$ cat src/rtl/lcdi_coef_apply.sv
// rtl/lcdi_coef_apply.sv - LCDI coefficient table and weighted-sum interpolation pipeline
//
// Purpose: holds an NUM_CLASS-entry table of three signed coefficients per
// gradient class, loaded word by word, and turns each accepted
// {index, data0..2} sample into one rounded, clamped interpolated pixel.
//
// Ports:
//   clk, rst_n            clock, synchronous active-low reset
//   in_valid, index       sample strobe and 7-bit class index
//   data0_in..data2_in    unsigned samples aligned with index
//   load_start            begin (or restart) a full table load
//   coef_wr_valid/_data   coefficient word {c2,c1,c0}, c0 in the LSBs
//   load_busy             high while loading
//   table_ready           high once all entries are written
//   data_out, data_valid  interpolated pixel and its strobe
//   index_err             pulse with data_valid for an out-of-range index
//   drop_err              sticky: a sample arrived while not ready
module lcdi_coef_apply #(
  parameter int DATA_WIDTH = 8,
  parameter int COEF_WIDTH = 8,
  parameter int NUM_CLASS  = 81
) (
  input  logic                    clk,
  input  logic                    rst_n,
  input  logic                    in_valid,
  input  logic [6:0]              index,
  input  logic [DATA_WIDTH-1:0]   data0_in,
  input  logic [DATA_WIDTH-1:0]   data1_in,
  input  logic [DATA_WIDTH-1:0]   data2_in,
  input  logic                    load_start,
  input  logic                    coef_wr_valid,
  input  logic [3*COEF_WIDTH-1:0] coef_wr_data,
  output logic                    load_busy,
  output logic                    table_ready,
  output logic [DATA_WIDTH-1:0]   data_out,
  output logic                    data_valid,
  output logic                    index_err,
  output logic                    drop_err
);

  localparam int PW   = COEF_WIDTH + DATA_WIDTH + 1;  // product width
  localparam int SW   = PW + 2;                       // sum width, room for three terms
  localparam int FRAC = 6;                            // coefficient fractional bits
  localparam logic signed [SW-1:0] HALF = SW'(1 << (FRAC - 1));
  localparam logic [6:0] LAST_IDX = 7'(NUM_CLASS - 1);

  typedef enum logic [1:0] {
    ST_EMPTY,
    ST_LOAD,
    ST_READY
  } state_t;

  state_t state;
  logic [6:0] wr_cnt;

  logic [3*COEF_WIDTH-1:0] coef_mem [NUM_CLASS];

  // Pipeline registers: stage 0 captures the inputs, stage 1 reads the
  // table, stage 2 multiplies, stage 3 sums/rounds/clamps into data_out.
  logic                    v0, v1, v2;
  logic [6:0]              idx0;
  logic [DATA_WIDTH-1:0]   d0_0, d1_0, d2_0;
  logic [DATA_WIDTH-1:0]   d0_1, d1_1, d2_1;
  logic [DATA_WIDTH-1:0]   d1_2;
  logic                    oor1, oor2;
  logic [3*COEF_WIDTH-1:0] coef1;
  logic signed [PW-1:0]    p0_2, p1_2, p2_2;

  logic                    tab_we;
  logic signed [SW-1:0]    sum3;
  logic signed [SW-1:0]    rnd3;
  logic [DATA_WIDTH-1:0]   pix3;

  function automatic logic signed [PW-1:0] coef_mul(
    input logic [COEF_WIDTH-1:0] c,
    input logic [DATA_WIDTH-1:0] d
  );
    logic signed [PW-1:0] ce;
    logic signed [PW-1:0] de;
    ce = PW'($signed(c));
    de = PW'({1'b0, d});
    return ce * de;
  endfunction

  // A load_start in LOAD restarts addressing; a coincident word is dropped.
  assign tab_we = (state == ST_LOAD) && coef_wr_valid && !load_start;

  always_ff @(posedge clk) begin
    if (!rst_n) begin
      state       <= ST_EMPTY;
      wr_cnt      <= '0;
      load_busy   <= 1'b0;
      table_ready <= 1'b0;
    end else begin
      case (state)
        ST_EMPTY: begin
          if (load_start) begin
            state     <= ST_LOAD;
            wr_cnt    <= '0;
            load_busy <= 1'b1;
          end
        end
        ST_LOAD: begin
          if (load_start) begin
            wr_cnt <= '0;
          end else if (coef_wr_valid) begin
            wr_cnt <= wr_cnt + 7'd1;
            if (wr_cnt == LAST_IDX) begin
              state       <= ST_READY;
              load_busy   <= 1'b0;
              table_ready <= 1'b1;
            end
          end
        end
        ST_READY: begin
          if (load_start) begin
            state       <= ST_LOAD;
            wr_cnt      <= '0;
            load_busy   <= 1'b1;
            table_ready <= 1'b0;
          end
        end
        default: begin
          state       <= ST_EMPTY;
          load_busy   <= 1'b0;
          table_ready <= 1'b0;
        end
      endcase
    end
  end

  // Table is deliberately not reset; the FSM gates its use instead.
  always_ff @(posedge clk) begin
    if (tab_we) begin
      coef_mem[wr_cnt] <= coef_wr_data;
    end
  end

  // Datapath registers without reset; only valids/outputs need it.
  always_ff @(posedge clk) begin
    idx0 <= index;
    d0_0 <= data0_in;
    d1_0 <= data1_in;
    d2_0 <= data2_in;

    // Non-blocking read: a same-cycle write to this entry is not seen yet.
    coef1 <= (idx0 <= LAST_IDX) ? coef_mem[idx0] : '0;
    oor1  <= (idx0 > LAST_IDX);
    d0_1  <= d0_0;
    d1_1  <= d1_0;
    d2_1  <= d2_0;

    p0_2 <= coef_mul(coef1[COEF_WIDTH-1:0], d0_1);
    p1_2 <= coef_mul(coef1[2*COEF_WIDTH-1:COEF_WIDTH], d1_1);
    p2_2 <= coef_mul(coef1[3*COEF_WIDTH-1:2*COEF_WIDTH], d2_1);
    oor2 <= oor1;
    d1_2 <= d1_1;
  end

  always_comb begin
    sum3 = SW'(p0_2) + SW'(p1_2) + SW'(p2_2);
    rnd3 = (sum3 + HALF) >>> FRAC;
    if (rnd3[SW-1]) begin
      pix3 = '0;
    end else if (|rnd3[SW-2:DATA_WIDTH]) begin
      pix3 = '1;
    end else begin
      pix3 = rnd3[DATA_WIDTH-1:0];
    end
  end

  always_ff @(posedge clk) begin
    if (!rst_n) begin
      v0         <= 1'b0;
      v1         <= 1'b0;
      v2         <= 1'b0;
      data_valid <= 1'b0;
      index_err  <= 1'b0;
      data_out   <= '0;
      drop_err   <= 1'b0;
    end else begin
      v0         <= in_valid && (state == ST_READY);
      v1         <= v0;
      v2         <= v1;
      data_valid <= v2;
      index_err  <= v2 && oor2;
      if (v2) begin
        data_out <= oor2 ? d1_2 : pix3;
      end
      if (in_valid && (state != ST_READY)) begin
        drop_err <= 1'b1;
      end
    end
  end

endmodule
$ cat config.mk
export PLATFORM = sky130hd
export DESIGN_NAME = lcdi_coef_apply
export DESIGN_NICKNAME = d
export VERILOG_FILES = /design/src/rtl/lcdi_coef_apply.sv
export SDC_FILE = /design/constraint.sdc
export NUM_CORES = 2
export LEC_CHECK = 0
export ABC_CLOCK_PERIOD_IN_PS = 5650
export CELL_PAD_IN_SITES_DETAIL_PLACEMENT = 0
export CELL_PAD_IN_SITES_GLOBAL_PLACEMENT = 1
export CORE_ASPECT_RATIO = 0.6
export CORE_MARGIN = 4
export CORE_UTILIZATION = 57
export CTS_BUF_LIST = sky130_fd_sc_hd__clkbuf_4
export DETAILED_ROUTE_END_ITERATION = 10
export GPL_TIMING_DRIVEN = 0
export PLACE_DENSITY = 0.81
export SLEW_MARGIN = 40
export SYNTH_ARGS = -nofsm -noshare
export SYNTH_HDL_FRONTEND = slang
export SYNTH_SLANG_ARGS = --single-unit
$ cat constraint.sdc
create_clock -name clk -period 5.65 [get_ports clk]
set_clock_uncertainty 0.1 [all_clocks]
set_input_delay 0.8475 -clock clk [delete_from_list [all_inputs] [get_ports clk]]
set_output_delay 0.8475 -clock clk [all_outputs]
set_load 0.01 [all_outputs]
==> results_dict.tcl <==
set metrics [dict create \
    root_buffer "clkbuf_4" \
    gp_congestion 0.957 \
    clkSinkCount 2109 \
    design_area_um2 100000 \
    dp_hpwl_um 182000 \
    ant_nets 0 \
    setup_viol_count_final 0 \
    syn_inst 4934 \
    critical_path_peak_fanout 8 \
    powerDensity_nw_per_um2 351 \
    hold_slack_ns 0.150 \
    nNetsFinal 6021 \
    post-cts-setup-buffers 0 \
    grt_pass1_wl_um 359000 \
    timing_worst_setup_path_type "register to register" \
    cts_buffers 472 \
    setup-tns-final_ns 0 \
    placed_cell_area_um2 93600 \
    max_freq_mhz 185 \
    area_delta_synth_final_pct 15.4 \
    cap_violations 0 \
    antenna_found_initial 18 \
    hold_class "input pin to register" \
    drt_drc_violations_left 0 \
    drtIter0Drc 8032 \
    wire_per_inst_um 31.5 \
    die-area_um2 159000 \
    first_pass_iters 5 \
    relSlewSlack_pct 33.8 \
    coreArea_um2 151000 \
    placedCellCount 7155 \
    globalRouteOverflowTotal 0 \
    p_leak_nw 35.0 \
    vias_per_cell 6.33 \
    start_util_pct 57.7 \
    required_ns 6.74 \
    rsz0062_at_grt "no" \
    finalCritPeriodShare_pct 95.9 \
    final_cell_mix "edfxtp_1, clkbuf_4, mux2i_1" \
    grt.total_usage_pct 31.9 \
    start_kind "register" \
    finalNonFillerCells 8064 \
    synth_area_per_cell_um2 17.6 \
    first_global_vias 49000 \
    arrival_ns 6.51 \
    h-tree-depth 5 \
    ys_warn_count 0 \
    io_pins 73 \
    path_clk_slew_ns 0.08 \
    core.rowCount 110 \
    drive_gt1_share_pct 25.7 \
    die_w_um 512 \
    ys_async_sr_fraction_pct 0 \
    irDropWorstVdd_mv 0.391 \
    utilization_pct 66.6 \
    clkLatencyLatePin_ns 1.42 \
    ys_seq_area_share_pct 70.9 \
    min_period_ns 5.42 \
    vias 51100 \
    slew_violations 0 \
    die_y_um 311 \
    run_status "finished clean" \
    final_hold_viol_count 0 \
    finalWirelength_um 254000 \
    synth_ff_type "edfxtp_1" \
    cts_tree "done" \
    endpoint_kind "register" \
    synthesis.area_um2 87000 \
    numPortBuffers 72 \
    ys_seq_elements 2109 \
    synth_edf_count 1944 \
    synth_fp_nets 5284 \
    clockBufferDepth 4 \
    grt_start_max_net_pins 66 \
    final_common_cell "edfxtp_1" \
    ys_types 57 \
    worst_pin_slew_ns 0.990 \
]
[area by class of cell]
cell class | instances | area (µm²)
flip-flops and latches | 2109 | 61700
fillers | 10200 | 50300
clock inverters | 130 | 693
multi-input cells | 2351 | 24100
plain buffers | 230 | 1250
inverters | 244 | 916
well taps | 2016 | 2520
clock buffers | 710 | 5330
diodes | 11 | 27.5
repair buffers | 263 | 3890
[final timing paths]
check | slack, ns | end | cells past startpoint | startpoint
worst min-delay path | 0.15 | state[1] | 2 | load_start
worst max-delay path | 0.23 | p1_2[14] | 16 | coef1[15]
worst min register to register | 0.22 | d1_1[1] | 0 | d1_0[1]
worst max register to register | 0.23 | p1_2[14] | 16 | coef1[15]
[layer usage]
layer	up-vias	GRT usage [%]	wire, µm
met5	-	0.983	484
met4	8	8.66	5280
met3	342	17.0	48300
met2	3683	38.8	97100
met1	25900	49.3	103000
li1	21100	-	-
[critical path, stage by stage (launching register included)]
cell and delay (ns):
dfxtp_1 0.47, clkinv_1 0.36, fa_1 0.59, fa_1 0.51, inv_1 0.05, fa_1 0.53, inv_1 0.05, fa_1 0.47
inv_1 0.04, ha_1 0.33, o21ai_0 0.18, a21boi_0 0.32, o21ai_0 0.21, a21oi_1 0.30, a41o_1 0.26, nor2_1 0.08
xnor2_2 0.39
[Yosys cell counts, drive strengths merged, types with 9 or more instances]
| cell | count | area (µm²) |
|---|---|---|
| dfxtp | 165 | 3300 |
| buf | 113 | 763 |
| nor3 | 56 | 280 |
| a21oi | 218 | 1090 |
| fa | 127 | 2540 |
| or3 | 10 | 62.6 |
| ha | 163 | 2040 |
| o32ai | 21 | 184 |
| inv | 242 | 908 |
| nand2 | 83 | 312 |
| clkbuf | 117 | 439 |
| nor2b | 21 | 131 |
| mux4 | 291 | 6550 |
| nand2b | 18 | 113 |
| xor2 | 9 | 78.8 |
| o22ai | 85 | 532 |
| o31ai | 9 | 67.6 |
| mux2i | 317 | 3170 |
| mux2 | 104 | 1170 |
| edfxtp | 1944 | 58400 |
| xnor2 | 35 | 307 |
| nand3 | 20 | 100 |
| a221oi | 20 | 175 |
| o21ai | 175 | 876 |
| a211oi | 42 | 315 |
| nor2 | 222 | 833 |
| o221ai | 85 | 744 |
| a22oi | 22 | 165 |
| and2 | 137 | 857 |
[state kept, by name (all words and copies together) (netlist names), 17 cells and up]
name and flops:
p0_2 17, p1_2 17, p2_2 17, coef_mem 1944
coef1 24
[what timing repair did]
| item | in CTS | in global routing |
|---|---|---|
| hold endpoints to repair | 1882 | 0 |
| setup endpoints to repair | 0 | 2 |
| hold buffers | 57 | 0 |
| resized for setup | 0 | 2 |
[power by group]
group          switching (mW)  leakage (nW)  internal (mW)
sequential              0.193          18.8           17.2
combinational            3.72          12.6           2.10
clock                    5.99          3.60           6.00
total                    9.91          35.0           25.3
[kinds of logic after synthesis]
family,Yosys count,share of synthesized area (%)
compound gates,716,5.13
xor+xnor,44,0.443
fa+ha+maj,290,5.27
buf+inv,474,2.44
flops,2109,70.9
mux,712,12.5
simple gates,589,3.26
[stage by stage]
stage | setup slack, ns | total power [mW]
floorplan | 1.24 | 21.1
global placement | -1.68 | 23.2
detailed placement | 0.293 | 23.3
CTS | 0.226 | 35.1
global route | 0.0611 | 36.7
finish | 0.230 | 35.2
(Power assumes the default switching activity.)
